$ cat config.mk
export PLATFORM = sky130hd
export DESIGN_NAME = store_buffer
export DESIGN_NICKNAME = d
export VERILOG_FILES = /design/src/rtl/store_buffer_pkg.sv /design/src/rtl/store_buffer_lane.sv /design/src/rtl/store_buffer.sv
export SDC_FILE = /design/constraint.sdc
export NUM_CORES = 1
export LEC_CHECK = 0
export BUFFER_PORTS_ARGS = -buffer_cell sky130_fd_sc_hd__buf_2
export CAP_MARGIN = 20
export CORE_ASPECT_RATIO = 1.75
export CORE_MARGIN = 4
export CORE_UTILIZATION = 35
export CTS_CLUSTER_SIZE = 16
export DETAILED_ROUTE_END_ITERATION = 8
export GPL_TIMING_DRIVEN = 0
export PLACE_DENSITY = 0.62
export SLEW_MARGIN = 40
export SYNTH_ARGS = -nofsm -noshare
export SYNTH_HDL_FRONTEND = slang
export SYNTH_HIERARCHICAL = 1
export SYNTH_SLANG_ARGS = --single-unit
$ cat constraint.sdc
create_clock -name clk -period 8.57 [get_ports clk]
set_input_delay 0.4285 -clock clk [delete_from_list [all_inputs] [get_ports clk]]
set_output_delay 0.4285 -clock clk [all_outputs]
set_load 0.02 [all_outputs]
$ cat src/rtl/store_buffer_pkg.sv
// rtl/store_buffer_pkg.sv - shared store op codes and FIFO entry type for the store buffer
package store_buffer_pkg;

    // Store op codes carried from the MEM stage
    typedef enum logic [1:0] {
        ST_WORD = 2'b00,
        ST_HALF = 2'b01,
        ST_BYTE = 2'b10,
        ST_RSVD = 2'b11
    } st_op_t;

    // One queued store, already lane-formatted; the address is kept word-granular
    typedef struct packed {
        logic [29:0] addr;
        logic [31:0] wdata;
        logic [3:0]  be;
    } sb_entry_t;

endpackage

$ cat src/rtl/store_buffer_lane.sv
// rtl/store_buffer_lane.sv - narrows a store into byte enables and lane-replicated write data
module store_buffer_lane
    import store_buffer_pkg::*;
(
    input  logic [1:0]  addr_lo,
    input  logic [1:0]  op,
    input  logic [31:0] data,
    output logic [3:0]  be,
    output logic [31:0] wdata,
    output logic        misaligned,
    output logic        reserved
);

    // Replicate the source byte/half across all lanes so the memory only needs the enables
    always_comb begin
        be         = 4'b0000;
        wdata      = data;
        misaligned = 1'b0;
        reserved   = 1'b0;
        case (op)
            ST_WORD: begin
                be         = 4'b1111;
                wdata      = data;
                misaligned = (addr_lo != 2'b00);
            end
            ST_HALF: begin
                be         = addr_lo[1] ? 4'b1100 : 4'b0011;
                wdata      = {2{data[15:0]}};
                misaligned = addr_lo[0];
            end
            ST_BYTE: begin
                be    = 4'b0001 << addr_lo;
                wdata = {4{data[7:0]}};
            end
            default: begin
                reserved = 1'b1;
            end
        endcase
    end

endmodule

$ cat src/rtl/store_buffer.sv
// rtl/store_buffer.sv - store FIFO between the MEM stage and the data memory write port
module store_buffer
    import store_buffer_pkg::*;
#(
    parameter int DEPTH = 2
) (
    input  logic        clk,
    input  logic        reset,
    input  logic        req_valid,
    output logic        req_ready,
    input  logic [31:0] req_addr,
    input  logic [31:0] req_data,
    input  logic [1:0]  req_op,
    output logic        exc_ades,
    output logic [31:0] exc_addr,
    output logic        mem_valid,
    input  logic        mem_ready,
    output logic [31:0] mem_addr,
    output logic [31:0] mem_wdata,
    output logic [3:0]  mem_be,
    output logic        empty
);

    localparam int PW = $clog2(DEPTH);
    localparam logic [PW-1:0] PTR_ONE  = 1;
    localparam logic [PW:0]   CNT_ONE  = 1;
    localparam logic [PW:0]   CNT_FULL = (PW+1)'(DEPTH);

    sb_entry_t      fifo [DEPTH];
    logic [PW-1:0]  rd_ptr;
    logic [PW-1:0]  wr_ptr;
    logic [PW:0]    count;

    logic [3:0]     lane_be;
    logic [31:0]    lane_wdata;
    logic           lane_misaligned;
    logic           lane_reserved;

    logic           full;
    logic           push;
    logic           enq;
    logic           pop;
    sb_entry_t      head;

    store_buffer_lane u_store_lane (
        .addr_lo    (req_addr[1:0]),
        .op         (req_op),
        .data       (req_data),
        .be         (lane_be),
        .wdata      (lane_wdata),
        .misaligned (lane_misaligned),
        .reserved   (lane_reserved)
    );

    // Handshake decode: readiness depends on count only, never on req_valid
    always_comb begin
        full      = (count == CNT_FULL);
        empty     = (count == '0);
        req_ready = !full;
        mem_valid = !empty;
        push      = req_valid && req_ready;
        enq       = push && !lane_misaligned && !lane_reserved;
        pop       = mem_valid && mem_ready;
    end

    // Head entry drives the memory port; enables are gated so an idle port never writes
    always_comb begin
        head      = fifo[rd_ptr];
        mem_addr  = {head.addr, 2'b00};
        mem_wdata = head.wdata;
        mem_be    = mem_valid ? head.be : 4'b0000;
    end

    // Entry storage: write the formatted request into the tail slot
    always_ff @(posedge clk or posedge reset) begin
        if (reset) begin
            for (int i = 0; i < DEPTH; i++) begin
                fifo[i] <= '0;
            end
        end else if (enq) begin
            fifo[wr_ptr] <= '{addr: req_addr[31:2], wdata: lane_wdata, be: lane_be};
        end
    end

    // Pointer and occupancy tracking; concurrent push and pop leave count unchanged
    always_ff @(posedge clk or posedge reset) begin
        if (reset) begin
            wr_ptr <= '0;
            rd_ptr <= '0;
            count  <= '0;
        end else begin
            if (enq) begin
                wr_ptr <= wr_ptr + PTR_ONE;
            end
            if (pop) begin
                rd_ptr <= rd_ptr + PTR_ONE;
            end
            case ({enq, pop})
                2'b10:   count <= count + CNT_ONE;
                2'b01:   count <= count - CNT_ONE;
                default: count <= count;
            endcase
        end
    end

    // Misaligned-store exception: one-cycle pulse, address held until the next one
    always_ff @(posedge clk or posedge reset) begin
        if (reset) begin
            exc_ades <= 1'b0;
            exc_addr <= '0;
        end else begin
            exc_ades <= push && lane_misaligned;
            if (push && lane_misaligned) begin
                exc_addr <= req_addr;
            end
        end
    end

endmodule

==> results by group, run 1 <==
Placement
  • Cell Area, Placed: 0.00916 mm²
  • I/O Buffers: 171
  • Post-Place Cells: 1012
  • Routability cong.: 0.845
  • Final HPWL DP: 14300 µm

Clocking
  • Clk root buf: clkbuf_16
  • Clock Sinks: 169
  • CTS tree: done
  • H-tree depth: 4
  • Number of buffers created by CTS: 17
  • Clock latency on the worst-skew pair: 0.43 ns
  • # hold bufs at CTS: 0
  • CTS max path bufs: 2
  • Clk pin slew, worst setup/hold paths: 0.06 ns
  • Postcts setup bufs: 0
  • Post-CTS sizing: 0

Worst setup path
  • CP arrival: 2.53 ns
  • Slowest stage cell, crit path: clkbuf_1
  • RR Startpoint: count[1]
  • Worst path cell trace: clkbuf_1 > clkbuf_1 > mux2_2 > buf_2
  • Worst EP required: 8.14 ns
  • CP peak stage delay: 0.59 ns
  • R2r worst-path depth: 6
  • CP most frequent cell: clkbuf_1
  • CP max FO: 10
  • Kind of critical path: reg2out
  • Startpoint Class: flop
  • Crit end category: output pin
  • Reg2reg end: exc_addr[21]
  • Reg2Reg Setup Slack: 6.63 ns

Global routing
  • Met2 Track Usage GR: 28.6%
  • Overall fraction of global-route tracks in use: 16.0%
  • Pin count of the biggest net entering global routing: 68
  • Global-route wire length before repair: 30100 µm
  • Met3 GRT Util: 4.27%
  • Gr busiest metal: met2
  • GRT Residual Overflow: 0
  • Met1 Track Usage GR: 18.0%
  • Number of global-route vias before repair: 5403
  • Initial antenna violation count: 0

Floorplanning
  • Chip width: 121 µm
  • DIE AREA: 0.0250 mm²
  • Core ar.: 0.0222 mm²
  • Initial Utilization: 35.5%
  • FP Rows: 72
  • Die Y: 206 µm
  • I/O pin total: 174

Power and ir drop
  • Clock Power Share: 18.5%
  • Total power: 3.96 mW
  • Peak supply drop: 209 µV
  • Flop pwr share: 35.0%
  • Comb pwr share: 46.5%
  • Switch share: 36.5%
  • Internal power: 2.51 mW
  • Net Switching: 1.45 mW
  • LEAKAGE: 4.70 nW
  • Power density cells: 408 mW/mm²

Timing
  • Worst relative slew slack: 48.0%
  • Fmax: 338 MHz
  • Final-report hold violation count: 0
  • Final Cycle Share: 34.5%
  • Slew @ Worst Pin: 0.780 ns
  • Hold WS: 0.0531 ns
  • TNS Setup: 0 ns
  • Final setup skew: 0.00606 ns
  • Final Critical Period: 2.96 ns
  • # setup viols final: 0
  • RSZ-0062 raised after global routing: false
  • Final Max Tran Viols: 0

Synth
  • Library cells used by synthesis: 31
  • Most frequent cells after synthesis: mux2_2, dfrtp_1, mux2_4, nor2_1, inv_1
  • Sequential-to-total area share from yosys stat: 53.7%
  • Post-synth EDFFs: 0
  • Largest area contributor in the netlist: dfrtp_1
  • Share of flip-flops with an asynchronous set or reset: 100%
  • Main synth FF type: dfrtp_1
  • #FFs+latches synth: 169
  • Avg Synthesized Cell Area: 14.5 µm²
  • Post-Synthesis Cells: 542
  • Share of the synthesized area in the top cell type: 53.7%
  • Area contributors post-synth: dfrtp_1, mux2_2, mux2_4
  • Count leader, synth: mux2_2
  • Post-synth design cell area: 0.00787 mm²
  • Synth Warn #: 6

Detailed routing
  • Routed length per instance: 18.6 µm
  • Via count: 4940
  • Antenna-violating nets left: 0
  • Vias per cell: 4.74
  • DR pass1 iterations: 4
  • Post-Route WL: 19300 µm
  • DR iter-0 viols: 284
  • Drt drc: 0

Layout
  • Final Instance Area: 0.00971 mm²
  • Final Non-Filler Cells: 1042
  • # diodes: 0
  • Fin nets: 811
  • Share of cells above drive strength 1: 62.2%
  • Area Growth Syn to Fin: 23.3%

Hold path
  • Hold crit path type: in2async

Outcome
  • Status: finished clean

Run
  • Max cap viols: 0
==> cell usage in the layout (no fill, tap or decap), types with 3 or more instances in the layout <==
cell	netlist	final
a22oi_1	8	8
clkbuf_1	6	9
dfrtp_1	169	169
mux2_4	40	40
a22o_1	8	8
o22ai_1	8	8
buf_6	11	11
ha_1	6	6
nand2b_1	3	3
inv_1	13	12
buf_2	12	184
buf_1	4	3
buf_4	10	10
nand2_1	8	8
clkbuf_16	0	17
xnor2_1	3	3
mux2i_1	4	4
clkinv_2	0	6
nor2_1	17	17
a21oi_1	10	10
nor2b_1	3	3
mux2_2	186	186
==> critical path, delay by kind of cell (launching register included) <==
kind	cells	cell delay (ns)
mux	1	0.42
buf+inv	3	1.30
flops	1	0.37
==> sequential cells by signal (all words and copies together) (netlist names) <==
| name | flops |
|---|---|
| count | 2 |
| exc_ades | 1 |
| rd_ptr | 1 |
| exc_addr | 32 |
| wr_ptr | 1 |
| fifo | 132 |
==> kinds of logic after synthesis <==
| group | after synthesis | synth area share [%] |
|---|---|---|
| multiplexers | 230 | 34.8 |
| other | 1 | 0.0476 |
| AND/OR/NAND/NOR | 38 | 2.35 |
| flip-flops | 169 | 53.7 |
| adder cells (fa/ha/maj) | 6 | 0.954 |
| AO/OA/AOI/OAI | 37 | 3.21 |
| XOR/XNOR | 5 | 0.557 |
| buffers and inverters | 56 | 4.39 |
==> power by group through the flow <==
stage	clock, mW	combinational, mW	sequential (mW)
after floorplan	0	1.25	1.45
after global placement	0	1.86	1.38
after detailed placement	0	1.88	1.40
after CTS	0.760	1.89	1.39
after global routing	0.794	1.98	1.44
final	0.732	1.84	1.38
==> layout make-up <==
cell class / instances / area [µm²]
fillers: 2155 / 12500
flip-flops and latches: 169 / 4230
multi-input cells: 318 / 3300
repair buffers: 173 / 911
clock buffers: 20 / 437
well taps: 296 / 370
plain buffers: 43 / 298
clock inverters: 10 / 105
inverters: 13 / 56.3
==> worst max-delay path by stage <==
stage,from,end,slack (ns),depth (start not counted)
floorplan,reset,count[0],3.57,1
global placement,reset,fifo[90],1.27,2
detailed placement,req_op[1],fifo[89],5.67,11
CTS,rd_ptr,mem_wdata[25],5.43,4
global route,rd_ptr,mem_wdata[29],5.37,4
finish,rd_ptr,mem_wdata[29],5.61,4
==> stage by stage <==
stage | util, % | setup WS (ns)
global placement | 41.1 | 1.27
floorplan | - | 3.57
CTS | 43.8 | 5.43
global route | 43.8 | 5.37
detailed placement | 41.4 | 5.67
finish | 43.8 | 5.61
==> metal layers <==
| layer | up-vias | part of all wire (%) |
|---|---|---|
| li1 | 2296 | - |
| met1 | 2474 | 38 |
| met2 | 144 | 54 |
| met3 | 26 | 6.0 |
| met4 | 0 | 2.0 |
| met5 | - | 0 |
(Power assumes the default switching activity.)
==> run 2, diff against run 1 <==
==> constraint.sdc (replaced) <==
create_clock -name clk -period 2.98 [get_ports clk]
set_input_delay 0.149 -clock clk [delete_from_list [all_inputs] [get_ports clk]]
set_output_delay 0.149 -clock clk [all_outputs]
set_load 0.02 [all_outputs]
==> run 2 against run 1 <==
  * Sequential power grew to 2.9 times the previous value
  * Critical path depth stayed put
  * Non-clock buffer count is 39 higher
  * Hold slack gained 0.055 ns
  * Final area up 5.8%
  * Global-route usage increased by 0.19 points
  * Sequential share of layout area fell by 2.4 points
  * Worst setup slack worse by 5.3 ns
  * Routed wire length up 2.1%
  * Largest power group unchanged
  * Cell count grew 3.9%
==> results by group, run 2 (synthesis results as in run 1) <==
Timing
  • Final Critical Period: 2.72 ns
  • Final Cycle Share: 91.1%
  • Final Max Tran Viols: 0
  • Fmax: 368 MHz
  • Worst relative slew slack: 46.8%
  • Final worst setup slack: 0.265 ns
  • Final-report hold violation count: 0
  • Final setup skew: 0.00647 ns
  • RSZ-0062 raised after global routing: false
  • # setup viols final: 0
  • Slew @ Worst Pin: 0.797 ns

Detailed routing
  • Met3 Wirelength: 1080 µm
  • Met2 wire len: 10800 µm
  • Vias per cell: 4.79
  • Met1 wire length: 7510 µm
  • Via count: 5185
  • Routed length per instance: 18.2 µm
  • DR iter-0 viols: 311
  • Antenna-violating nets left: 0
  • DR pass1 iterations: 4
  • Max Used Layer: met5
  • Drt drc: 0
  • Post-Route WL: 19700 µm

Worst setup path
  • Kind of critical path: reg2out
  • R2r worst-path depth: 6
  • Crit path launch: rd_ptr
  • Startpoint Class: flop
  • Slowest stage cell, crit path: clkbuf_1
  • CP most frequent cell: clkbuf_1
  • Reg2reg end: exc_addr[8]
  • RR Startpoint: count[1]
  • CP endpoint: mem_wdata[24]
  • Crit end category: output pin
  • Worst path cell trace: clkbuf_1 > clkbuf_1 > mux2_2 > buf_2
  • CP arrival: 2.57 ns
  • CP max FO: 10
  • CP peak stage delay: 0.62 ns
  • Reg2Reg Setup Slack: 0.98 ns
  • Worst EP required: 2.83 ns

Clocking
  • Clk root buf: clkbuf_16
  • Clock latency on the worst-skew pair: 0.43 ns
  • CTS max path bufs: 2
  • Clock Sinks: 169
  • Number of buffers created by CTS: 17
  • CTS tree: done
  • H-tree depth: 4
  • Postcts setup bufs: 0
  • Clk pin slew, worst setup/hold paths: 0.06 ns

Layout
  • Biggest register: fifo
  • FILL cells: 2038
  • Fin nets: 850
  • Share of cells above drive strength 1: 60.4%
  • Most frequent cells in the layout: mux2_2, buf_2, dfrtp_1
  • # diodes: 0
  • Max reg flops: 132
  • Area Growth Syn to Fin: 30.5%
  • Biggest regs: fifo: 132 flops, exc_addr: 32 flops, count: 2 flops
  • Most common cell after layout, fill and taps aside: mux2_2

Placement
  • Dpl ws: 0.289 ns
  • Final HPWL DP: 14600 µm
  • Routability cong.: 0.832
  • I/O Buffers: 171

Floorplanning
  • FP Rows: 72
  • Initial Utilization: 35.5%
  • Core ar.: 0.0222 mm²
  • Chip width: 121 µm
  • I/O pin total: 174
  • Die Y: 206 µm
  • DIE AREA: 0.0250 mm²

Global routing
  • GRT Residual Overflow: 0
  • Initial antenna violation count: 2
  • Pin count of the biggest net entering global routing: 26
  • Number of global-route vias before repair: 5593
  • Global-route wire length before repair: 30800 µm
  • Overall fraction of global-route tracks in use: 16.2%

Hold path
  • Min-Delay Startpoint: mem_ready
  • Hold crit path type: in2reg
  • Hold Path Depth: 3

Power and ir drop
  • Power density cells: 1140 mW/mm²
  • LEAKAGE: 4.92 nW
  • Total power: 11.7 mW
  • Peak supply drop: 484 µV

Outcome
  • Status: finished clean

Run
  • Max cap viols: 0
run 2: power by group:
group | switching (mW) | total, mW | leakage, nW | internal (mW)
logic | 2.74 | 5.36 | 2.59 | 2.61
registers | 0.535 | 3.98 | 2.04 | 3.44
clock network | 0.954 | 2.38 | 0.291 | 1.43
total | 4.23 | 11.7 | 4.92 | 7.49
run 2: repair_timing:
action                    4_1_cts  5_1_grt
hold buffers                   33        0
hold endpoints to repair      103        0
gates resized for setup         0        0
run 2: critical path: cells and delay by family, from the launching register on:
| kind | cells | cell delay [ns] |
|---|---|---|
| buffers and inverters | 3 | 1.34 |
| muxes | 1 | 0.42 |
| DFF | 1 | 0.37 |
run 2: worst min-delay path by stage:
stage,end,slack (ns)
after global routing,rd_ptr,0.10
after global placement,fifo[111],0.41
after CTS,rd_ptr,0.09
after detailed placement,exc_addr[14],0.19
after floorplan,fifo[36],0.30
final,rd_ptr,0.11
run 2: layout make-up:
| cell class | count | area [µm²] | area share [%] |
|---|---|---|---|
| sequential | 169 | 4230 | 41.2 |
| multi-input combinational | 318 | 3300 | 32.1 |
| timing repair buffer | 212 | 1380 | 13.5 |
| clock buffer | 18 | 439 | 4.28 |
| tap | 296 | 370 | 3.61 |
| buffer | 43 | 298 | 2.90 |
| clock inverter | 14 | 196 | 1.91 |
| inverter | 13 | 52.6 | 0.512 |
run 2: per-layer routing:
| metal | up-vias | track usage (%) |
|---|---|---|
| li1 | 2384 | - |
| met1 | 2623 | 17.7 |
| met2 | 150 | 30.1 |
| met3 | 24 | 4.30 |
| met4 | 4 | 5.05 |
| met5 | - | 0 |
run 2: metrics by stage:
step                      utilization, %  setup TNS (ns)  cell area [µm²]  hold WS [ns]  std cells
after global routing                46.3               0            10300         0.101       1083
final                               46.3               0            10300         0.108       1083
after floorplan                        -               0             7880         0.298        543
after global placement              41.1          -94.31             9100         0.414       1010
after detailed placement            42.0               0             9300         0.189       1018
after CTS                           46.3               0            10300        0.0878       1083
==> run 3, diff against run 2 <==
==> constraint.sdc (replaced) <==
create_clock -name clk -period 3.3 [get_ports clk]
set_input_delay 0.165 -clock clk [delete_from_list [all_inputs] [get_ports clk]]
set_output_delay 0.165 -clock clk [all_outputs]
set_load 0.02 [all_outputs]
==> run 3 against run 2 <==
  * Clock skew about the same
  * Final area shrank 0.39%
  * Total power down 9.7%
  * Cell count shrank 0.37%
  * Die area is the same
  * Routed wire length decreased by 0.30%
  * Combinational power down 9.9%
  * Global-route usage is essentially flat
  * Via count decreased by 0.31%
  * Sequential share of layout area up 0.16 points
==> results by group, run 3 (synthesis results as in run 1) <==
Layout
  • Fin nets: 846
  • Biggest register: fifo
  • Most common cell after layout, fill and taps aside: mux2_2
  • Max reg flops: 132
  • Final Instance Area: 0.0102 mm²
  • Biggest regs: fifo: 132 flops, exc_addr: 32 flops, count: 2 flops
  • Most frequent cells in the layout: mux2_2, buf_2, dfrtp_1
  • Reg area: 0.00423 mm²
  • Area Growth Syn to Fin: 30.0%
  • Multi-input gate area: 0.00330 mm²
  • FILL cells: 2043
  • Share of cells above drive strength 1: 60.7%
  • # diodes: 0

Detailed routing
  • DR iter-0 viols: 288
  • Antenna-violating nets left: 0
  • Vias per cell: 4.79
  • Drt drc: 0
  • DR pass1 iterations: 4
  • Post-Route WL: 19700 µm
  • Via count: 5169
  • Routed length per instance: 18.2 µm

Worst setup path
  • Worst EP required: 3.13 ns
  • CP endpoint: mem_wdata[24]
  • R2r worst-path depth: 6
  • CP arrival: 2.55 ns
  • Kind of critical path: reg2out
  • Reg2Reg Setup Slack: 1.30 ns
  • Reg2reg end: exc_addr[6]
  • CP max FO: 10
  • Startpoint Class: flop
  • Crit end category: output pin
  • Crit path launch: rd_ptr
  • RR Startpoint: count[1]

Clocking
  • CTS max path bufs: 2
  • Post-CTS sizing: 0
  • CTS tree: done
  • Clk pin slew, worst setup/hold paths: 0.06 ns
  • Clock Sinks: 169
  • H-tree depth: 4
  • Clk root buf: clkbuf_16
  • Clock latency on the worst-skew pair: 0.43 ns
  • Number of buffers created by CTS: 17

Hold path
  • Hold crit path type: in2reg
  • Min-Delay Startpoint: req_addr[8]

Global routing
  • Global-route wire length before repair: 30700 µm
  • GRT Residual Overflow: 0
  • Pin count of the biggest net entering global routing: 26
  • Number of global-route vias before repair: 5577
  • Initial antenna violation count: 2
  • Overall fraction of global-route tracks in use: 16.1%

Timing
  • RSZ-0062 raised after global routing: false
  • TNS Setup: 0 ns
  • Final Critical Period: 2.71 ns
  • Final-report hold violation count: 0
  • Slew @ Worst Pin: 0.772 ns
  • Fmax: 369 MHz
  • Final setup skew: 0.00633 ns
  • Worst relative slew slack: 48.6%
  • Final Max Tran Viols: 0
  • Final Cycle Share: 82.2%
  • # setup viols final: 0

Floorplanning
  • Core ar.: 0.0222 mm²
  • FP Rows: 72
  • DIE AREA: 0.0250 mm²
  • Chip width: 121 µm
  • I/O pin total: 174
  • Die Y: 206 µm
  • Initial Utilization: 35.5%

Outcome
  • Status: finished clean

Power and ir drop
  • Power density cells: 1030 mW/mm²
  • LEAKAGE: 4.91 nW
  • Internal power: 6.76 mW
  • Comb pwr share: 45.7%
  • Peak supply drop: 437 µV
  • Flop pwr share: 34.0%
  • Clock Power Share: 20.3%
  • Switch share: 36.1%
  • Net Switching: 3.82 mW

Placement
  • I/O Buffers: 171
  • Routability cong.: 0.832
  • Final HPWL DP: 14600 µm
  • Cell Area, Placed: 0.00930 mm²

Run
  • Max cap viols: 0
## run 3: changes by cell type in the layout (fill, tap and decap cells not counted)
| cell | before | now |
|---|---|---|
| dlygate4sd3_1 | 33 | 29 |
## run 3: what timing repair did
action                                 4_1_cts  5_1_grt
hold buffers                                29        0
buffers inserted                             0        0
endpoints found under the hold margin       90        0
## run 3: cell type report
| class | count | area share [%] |
|---|---|---|
| multi-input combinational | 318 | 32.3 |
| buffer | 43 | 2.91 |
| clock buffer | 18 | 4.29 |
| inverter | 13 | 0.514 |
| tap | 296 | 3.62 |
| timing repair buffer | 208 | 13.1 |
| clock inverter | 14 | 1.92 |
| sequential | 169 | 41.3 |
## run 3: worst max-delay path, cell delays in order (launching register included)
cell and delay, ns:
dfrtp_1 0.37, clkbuf_1 0.60, clkbuf_1 0.56, mux2_2 0.42, buf_2 0.16
## run 3: worst min-delay path by stage
stage	endpoint	depth (start not counted)
floorplan	fifo[36]	1
global placement	fifo[111]	2
detailed placement	exc_addr[14]	2
CTS	fifo[108]	2
global route	fifo[106]	2
finish	fifo[108]	2
## run 3: power groups by stage
| stage | combinational, mW | sequential, mW | clock, mW |
|---|---|---|---|
| finish | 4.83 | 3.59 | 2.15 |
| global route | 5.20 | 3.73 | 2.31 |
| CTS | 4.95 | 3.60 | 2.23 |
| detailed placement | 4.90 | 3.63 | 0 |
| global placement | 4.83 | 3.60 | 0 |
| floorplan | 3.25 | 3.76 | 0 |
## run 3: metrics by stage
stage / std cells / total power, mW / hold WS [ns] / utilization [%] / setup slack (ns)
after floorplan: 543 / 7.01 / 0.314 / - / 0.980
after global placement: 1010 / 8.43 / 0.430 / 41.1 / -0.279
after detailed placement: 1018 / 8.53 / 0.205 / 42.0 / 0.593
after CTS: 1079 / 10.8 / 0.000791 / 46.2 / 0.444
after global routing: 1079 / 11.2 / 0.00353 / 46.2 / 0.406
final: 1079 / 10.6 / 0.0237 / 46.2 / 0.589
## run 3: layer usage
layer / vias up / part of all wire [%] / track usage, %
li1: 2377 / - / -
met1: 2623 / 38 / 17.6
met2: 141 / 55 / 30.0
met3: 24 / 5.3 / 4.30
met4: 4 / 1.5 / 5.05
met5: - / 0.11 / 0
